===== config.mk =====
export PLATFORM = sky130hd
export DESIGN_NAME = byte_source_arbiter
export DESIGN_NICKNAME = d
export VERILOG_FILES = /design/src/rtl/byte_source_arbiter.sv
export SDC_FILE = /design/constraint.sdc
export NUM_CORES = 1
export LEC_CHECK = 0
export CAP_MARGIN = 10
export CELL_PAD_IN_SITES_DETAIL_PLACEMENT = 0
export CELL_PAD_IN_SITES_GLOBAL_PLACEMENT = 1
export CORE_ASPECT_RATIO = 2
export CORE_MARGIN = 1
export CORE_UTILIZATION = 42
export CTS_CLUSTER_DIAMETER = 100
export DETAILED_ROUTE_END_ITERATION = 7
export DONT_BUFFER_PORTS = 1
export GPL_ROUTABILITY_DRIVEN = 1
export PLACE_DENSITY_LB_ADDON = 0.3
export SETUP_SLACK_MARGIN = 0.02
export SYNTH_ARGS = -nofsm -noshare
export SYNTH_HDL_FRONTEND = slang
export SYNTH_SLANG_ARGS = --single-unit

===== constraint.sdc =====
create_clock -name clk -period 2.2 [get_ports clk]
set_input_delay 0.33 -clock clk [delete_from_list [all_inputs] [get_ports clk]]
set_output_delay 0.33 -clock clk [all_outputs]
set_load 0.02 [all_outputs]

===== src/rtl/byte_source_arbiter.sv =====
// Two-source byte arbiter: grants src0 (UART RX) or src1 (SPI RX) onto a single
// registered byte output. It provides round-robin burst fairness, forced and priority modes, and per-source byte counts.
module byte_source_arbiter #(
    parameter int DATA_W    = 8,
    parameter int BURST_MAX = 4,
    parameter int CNT_W     = 16
) (
    input  logic              clk,
    input  logic              rst,
    input  logic [1:0]        mode,
    input  logic              in0_valid,
    input  logic [DATA_W-1:0] in0_data,
    output logic              in0_ready,
    input  logic              in1_valid,
    input  logic [DATA_W-1:0] in1_data,
    output logic              in1_ready,
    output logic              out_valid,
    output logic [DATA_W-1:0] out_data,
    input  logic              out_ready,
    output logic              sel,
    output logic              busy,
    output logic [CNT_W-1:0]  cnt0,
    output logic [CNT_W-1:0]  cnt1
);

    localparam logic [1:0] MODE_RR    = 2'b00;
    localparam logic [1:0] MODE_F0    = 2'b01;
    localparam logic [1:0] MODE_F1    = 2'b10;
    localparam logic [1:0] MODE_PRIO0 = 2'b11;

    localparam int BW = (BURST_MAX < 1) ? 1 : $clog2(BURST_MAX + 1);
    localparam logic [BW-1:0] BURST_LIM = BW'(BURST_MAX);

    typedef enum logic [1:0] {
        S_IDLE   = 2'd0,
        S_GRANT0 = 2'd1,
        S_GRANT1 = 2'd2
    } state_t;

    state_t                 r_state;
    state_t                 w_state_next;
    state_t                 w_other_state;
    logic                   r_sel;
    logic                   r_out_valid;
    logic [DATA_W-1:0]      r_out_data;
    logic [BW-1:0]          r_burst;
    logic [BW-1:0]          w_burst_inc;
    logic [1:0]             w_valid;
    logic [1:0]             w_elig;
    logic [1:0]             w_want;
    logic [1:0]             w_accept;
    logic                   w_g;
    logic                   w_space;
    logic [DATA_W-1:0]      w_mux_data;
    logic [1:0][CNT_W-1:0]  w_cnt;

    assign w_valid       = {in1_valid, in0_valid};
    assign w_elig        = {(mode != MODE_F0), (mode != MODE_F1)};
    assign w_want        = w_valid & w_elig;
    assign w_space       = !r_out_valid || out_ready;
    assign w_accept      = {in1_valid & in1_ready, in0_valid & in0_ready};
    assign w_g           = (r_state == S_GRANT1);
    assign w_other_state = w_g ? S_GRANT0 : S_GRANT1;
    assign w_burst_inc   = r_burst + 1'b1;
    // The source mux follows the registered grant, so sel always matches the granted lane.
    assign w_mux_data    = r_sel ? in1_data : in0_data;

    always_ff @(posedge clk) begin
        if (rst) begin
            r_state <= S_IDLE;
        end else begin
            r_state <= w_state_next;
        end
    end

    always_comb begin
        w_state_next = r_state;
        case (r_state)
            S_IDLE: begin
                if (w_want[0] && w_want[1]) begin
                    w_state_next = (mode == MODE_RR && !r_sel) ? S_GRANT1 : S_GRANT0;
                end else if (w_want[0]) begin
                    w_state_next = S_GRANT0;
                end else if (w_want[1]) begin
                    w_state_next = S_GRANT1;
                end
            end
            S_GRANT0, S_GRANT1: begin
                if (!w_elig[w_g]) begin
                    w_state_next = S_IDLE;
                end else if (mode == MODE_RR && w_accept[w_g] && w_burst_inc == BURST_LIM) begin
                    if (w_valid[~w_g]) begin
                        w_state_next = w_other_state;
                    end
                end else if (mode == MODE_PRIO0 && w_g && w_accept[1] && in0_valid) begin
                    w_state_next = S_GRANT0;
                end else if (!w_valid[w_g]) begin
                    w_state_next = w_want[~w_g] ? w_other_state : S_IDLE;
                end
            end
            default: w_state_next = S_IDLE;
        endcase
    end

    always_comb begin
        in0_ready = (r_state == S_GRANT0) && w_space;
        in1_ready = (r_state == S_GRANT1) && w_space;
        busy      = (r_state != S_IDLE);
    end

    always_ff @(posedge clk) begin
        if (rst) begin
            r_sel <= 1'b0;
        end else if (w_state_next == S_GRANT0) begin
            r_sel <= 1'b0;
        end else if (w_state_next == S_GRANT1) begin
            r_sel <= 1'b1;
        end
    end

    // Burst restarts on any grant change and after reaching the limit, so it stays bounded.
    always_ff @(posedge clk) begin
        if (rst) begin
            r_burst <= '0;
        end else if (w_state_next != r_state) begin
            r_burst <= '0;
        end else if (|w_accept) begin
            r_burst <= (w_burst_inc == BURST_LIM) ? '0 : w_burst_inc;
        end
    end

    always_ff @(posedge clk) begin
        if (rst) begin
            r_out_valid <= 1'b0;
            r_out_data  <= '0;
        end else if (|w_accept) begin
            r_out_valid <= 1'b1;
            r_out_data  <= w_mux_data;
        end else if (out_ready) begin
            r_out_valid <= 1'b0;
        end
    end

    generate
        for (genvar gi = 0; gi < 2; gi++) begin : g_cnt
            logic [CNT_W-1:0] r_cnt;
            always_ff @(posedge clk) begin
                if (rst) begin
                    r_cnt <= '0;
                end else if (w_accept[gi] && r_cnt != {CNT_W{1'b1}}) begin
                    r_cnt <= r_cnt + 1'b1;
                end
            end
            assign w_cnt[gi] = r_cnt;
        end
    endgenerate

    assign out_valid = r_out_valid;
    assign out_data  = r_out_data;
    assign sel       = r_sel;
    assign cnt0      = w_cnt[0];
    assign cnt1      = w_cnt[1];

endmodule


==> run metrics <==
number of iterations in the first detailed-routing pass=6; FMAX=439 MHz; port bufs=0; CORE AREA=0.00576 sq mm; HP Start=rst; initial antenna violation count=0; Worst EP arrival=2.46 ns; Place WS=-0.0647 ns; routability congestion estimate from global placement=0.879; Fin Clk Skew=0.00697 ns; Gate Count Post-Synth=292; r2r setup slk=-0.08 ns; CTS H-tree lvls=2; all-layer global routing usage=21.8%; Period Utilization, post-route=104%; Leak=1.21 nW; Area after DPL=0.00294 sq mm; CP startpoint kind=register; synthesis-stage register bit count=47; Avg Inst Size Synth=8.68 sq um; drt via density=5.72; Die W=56.9 um; Setup violations, final=3; routed len/inst=16.1 um; vias in the first global route=2372; post-synth top area share=37.1%; Worst Path Max Fanout=5; share of flip-flops with an asynchronous set or reset=0%; Synth area leaders=dfxtp_1, nor2_1, xor2_1; ys flop type=dfxtp_1; Setup CP Type=register to register; cell area after synthesis=0.00253 sq mm; Clock transition at path regs=0.07 ns; Final WS setup=-0.0784 ns; Clock Sink Count=47; count leader, synth=nor2_1; largest net degree at the start of global routing=48; Hold Violations, Final=0; I/O Pins=68; Max Cap Viol=0; Hold Crit Class=primary input to register; dominant cell type by area after synthesis=dfxtp_1; CTS tree=built; Detail Route Antenna Nets=0; sequential share of the synthesized area=37.1%; Cell variety after synth=51; first-pass GRT wire length=10.8 mm; Cell Int Power=0.00145 W; combinational power share=16.4%; Worst Hold Depth=1; Clock Tree Buf Depth=2; share of cells above drive strength 1=23.5%; die area=0.00637 sq mm; Max Slew Vio Count=0; total gr overflow=0; worst reg2reg startpoint=r_state[1]$_SDFF_PP0_; die height=112 um; Diodes inserted=0; hpwl dp=4.76 mm; failing checks=DRC, setup timing; Hold EP=sel$_SDFFE_PP0N_; switch share=27.8%; Root Driver=clkbuf_16; Routed WL=6.38 mm; Initial Util=44.0%; Slew headroom=68.0%; Reg power frac=46.1%; CTS Buf Count=5; fin area=0.00316 sq mm; Post-synth EDFFs=0; Worst Max-Slew Pin Slew=0.477 ns; unrepaired setup endpoints after global routing=true; leading cell types by count after synthesis=nor2_1, dfxtp_1, xor2_1; Req. time, crit path=2.39 ns; Initial DRC Count=100; routed vias=2270; Mapped Nets=325; final net count=368; status=complete, but fails checks; fin crit period=2.28 ns; num rows=39; DRC viols=4; CP endpoint kind=register; YS warnings=0; cell area power density=637 mW/mm^2; P_sw=0.000558 W; worst skew pair latency=0.29 ns; Area growth syn-to-layout=24.5%; Clock Power Share=37.5%; Peak supply drop=693 uV; reg-to-reg endpoint=r_burst[1]$_SDFFE_PP0P_; worst r2r path cells=7
-- final cells by class --
cell class | count | area (sq um)
sequential | 47 | 948
tap | 61 | 76.3
clock inverter | 3 | 18.8
multi-input combinational | 226 | 1590
clock buffer | 5 | 125
fill | 606 | 2600
timing repair buffer | 49 | 368
inverter | 6 | 25.0
-- how the worst max path moves through the flow --
stage,to,startpoint
after floorplan,r_burst[1]$_SDFFE_PP0P_,r_state[0]$_SDFF_PP0_
after global placement,r_burst[1]$_SDFFE_PP0P_,r_burst[0]$_SDFFE_PP0P_
after detailed placement,r_burst[1]$_SDFFE_PP0P_,r_burst[0]$_SDFFE_PP0P_
after CTS,r_burst[2]$_SDFFE_PP0P_,r_burst[0]$_SDFFE_PP0P_
after global routing,r_burst[1]$_SDFFE_PP0P_,r_state[0]$_SDFF_PP0_
final,r_burst[1]$_SDFFE_PP0P_,r_state[1]$_SDFF_PP0_
-- layer usage --
layer | vias up | part of all wire (%) | track usage (%)
met4 | 0 | 1.8 | 9.27
li1 | 1128 | - | -
met2 | 45 | 57 | 42.4
met5 | - | 0 | 0
met3 | 10 | 5.2 | 6.85
met1 | 1087 | 36 | 19.7
-- cell usage in the layout, fill, tap and decap left out, drive strengths merged, types with 2 or more instances in the layout --
| cell type | instances |
|---|---|
| inv | 7 |
| a311oi | 3 |
| xnor2 | 11 |
| and3 | 5 |
| or3 | 2 |
| nor2 | 51 |
| dfxtp | 47 |
| clkbuf | 5 |
| nand2b | 4 |
| nand3 | 12 |
| buf | 49 |
| a21oi | 8 |
| xor2 | 16 |
| and2 | 2 |
| a2111oi | 2 |
| a211oi | 10 |
| nor3b | 3 |
| nand2 | 14 |
| o21a | 2 |
| nor4 | 2 |
| a31oi | 3 |
| ha | 10 |
| nor3 | 14 |
| o21ai | 2 |
| nor2b | 4 |
| nand4 | 9 |
| and4 | 5 |
| nand3b | 2 |
| mux2i | 13 |
-- critical path: stages, from the launching register on --
cell	delay [ns]
dfxtp_2	0.43
ha_4	0.18
mux2_4	0.30
a32o_1	0.21
or3_4	0.36
and4_1	0.17
a221o_1	0.32
a2111oi_2	0.20
-- sequential cells by signal, indices dropped and copies added (netlist names) --
| signal | flops |
|---|---|
| sel | 1 |
| cnt0 | 16 |
| r_state | 2 |
| out_data | 8 |
| cnt1 | 16 |
| out_valid | 1 |
| r_burst | 3 |
-- power groups by stage --
| stage | sequential, W | clock (W) | combinational [W] |
|---|---|---|---|
| after floorplan | 0.000952 | 0 | 0.000223 |
| after CTS | 0.000927 | 0.000777 | 0.000328 |
| after global routing | 0.000929 | 0.000812 | 0.000362 |
| after detailed placement | 0.000945 | 0 | 0.000316 |
| after global placement | 0.000944 | 0 | 0.000313 |
| final | 0.000926 | 0.000752 | 0.000330 |
-- logic make-up (layout without fill, tap and decap cells) --
| kind of cell | count (synthesis) | in the layout | share of synthesized area [%] |
|---|---|---|---|
| flip-flops | 47 | 47 | 37.1 |
| AO/OA/AOI/OAI | 43 | 43 | 13.2 |
| AND/OR/NAND/NOR | 132 | 132 | 26.7 |
| adder cells (fa/ha/maj) | 10 | 10 | 4.94 |
| XOR/XNOR | 27 | 27 | 9.33 |
| multiplexers | 14 | 14 | 5.73 |
| buffers and inverters | 19 | 63 | 2.96 |
-- metrics by stage --
| stage | utilization [%] | instances | setup TNS (ns) | hold WS, ns | total power [W] |
|---|---|---|---|---|---|
| finish | 54.8 | 397 | -0.185 | 0.0977 | 0.00201 |
| CTS | 54.5 | 396 | -0.206 | 0.0900 | 0.00203 |
| global route | 54.8 | 397 | -0.572 | 0.0874 | 0.00210 |
| detailed placement | 51.0 | 387 | -0.152 | 0.406 | 0.00126 |
| floorplan | - | 292 | -0.0181 | 0.463 | 0.00117 |
| global placement | 51.0 | 387 | -0.0220 | 0.405 | 0.00126 |
-- what timing repair did --
action	4_1_cts	5_1_grt
hold buffers	0	0
gates resized for setup	9	3
setup endpoints to repair	5	13
pin swaps	7	6
setup buffers	1	1
endpoints found under the hold margin	0	0
No activity file was read; power rests on OpenSTA's default activity.
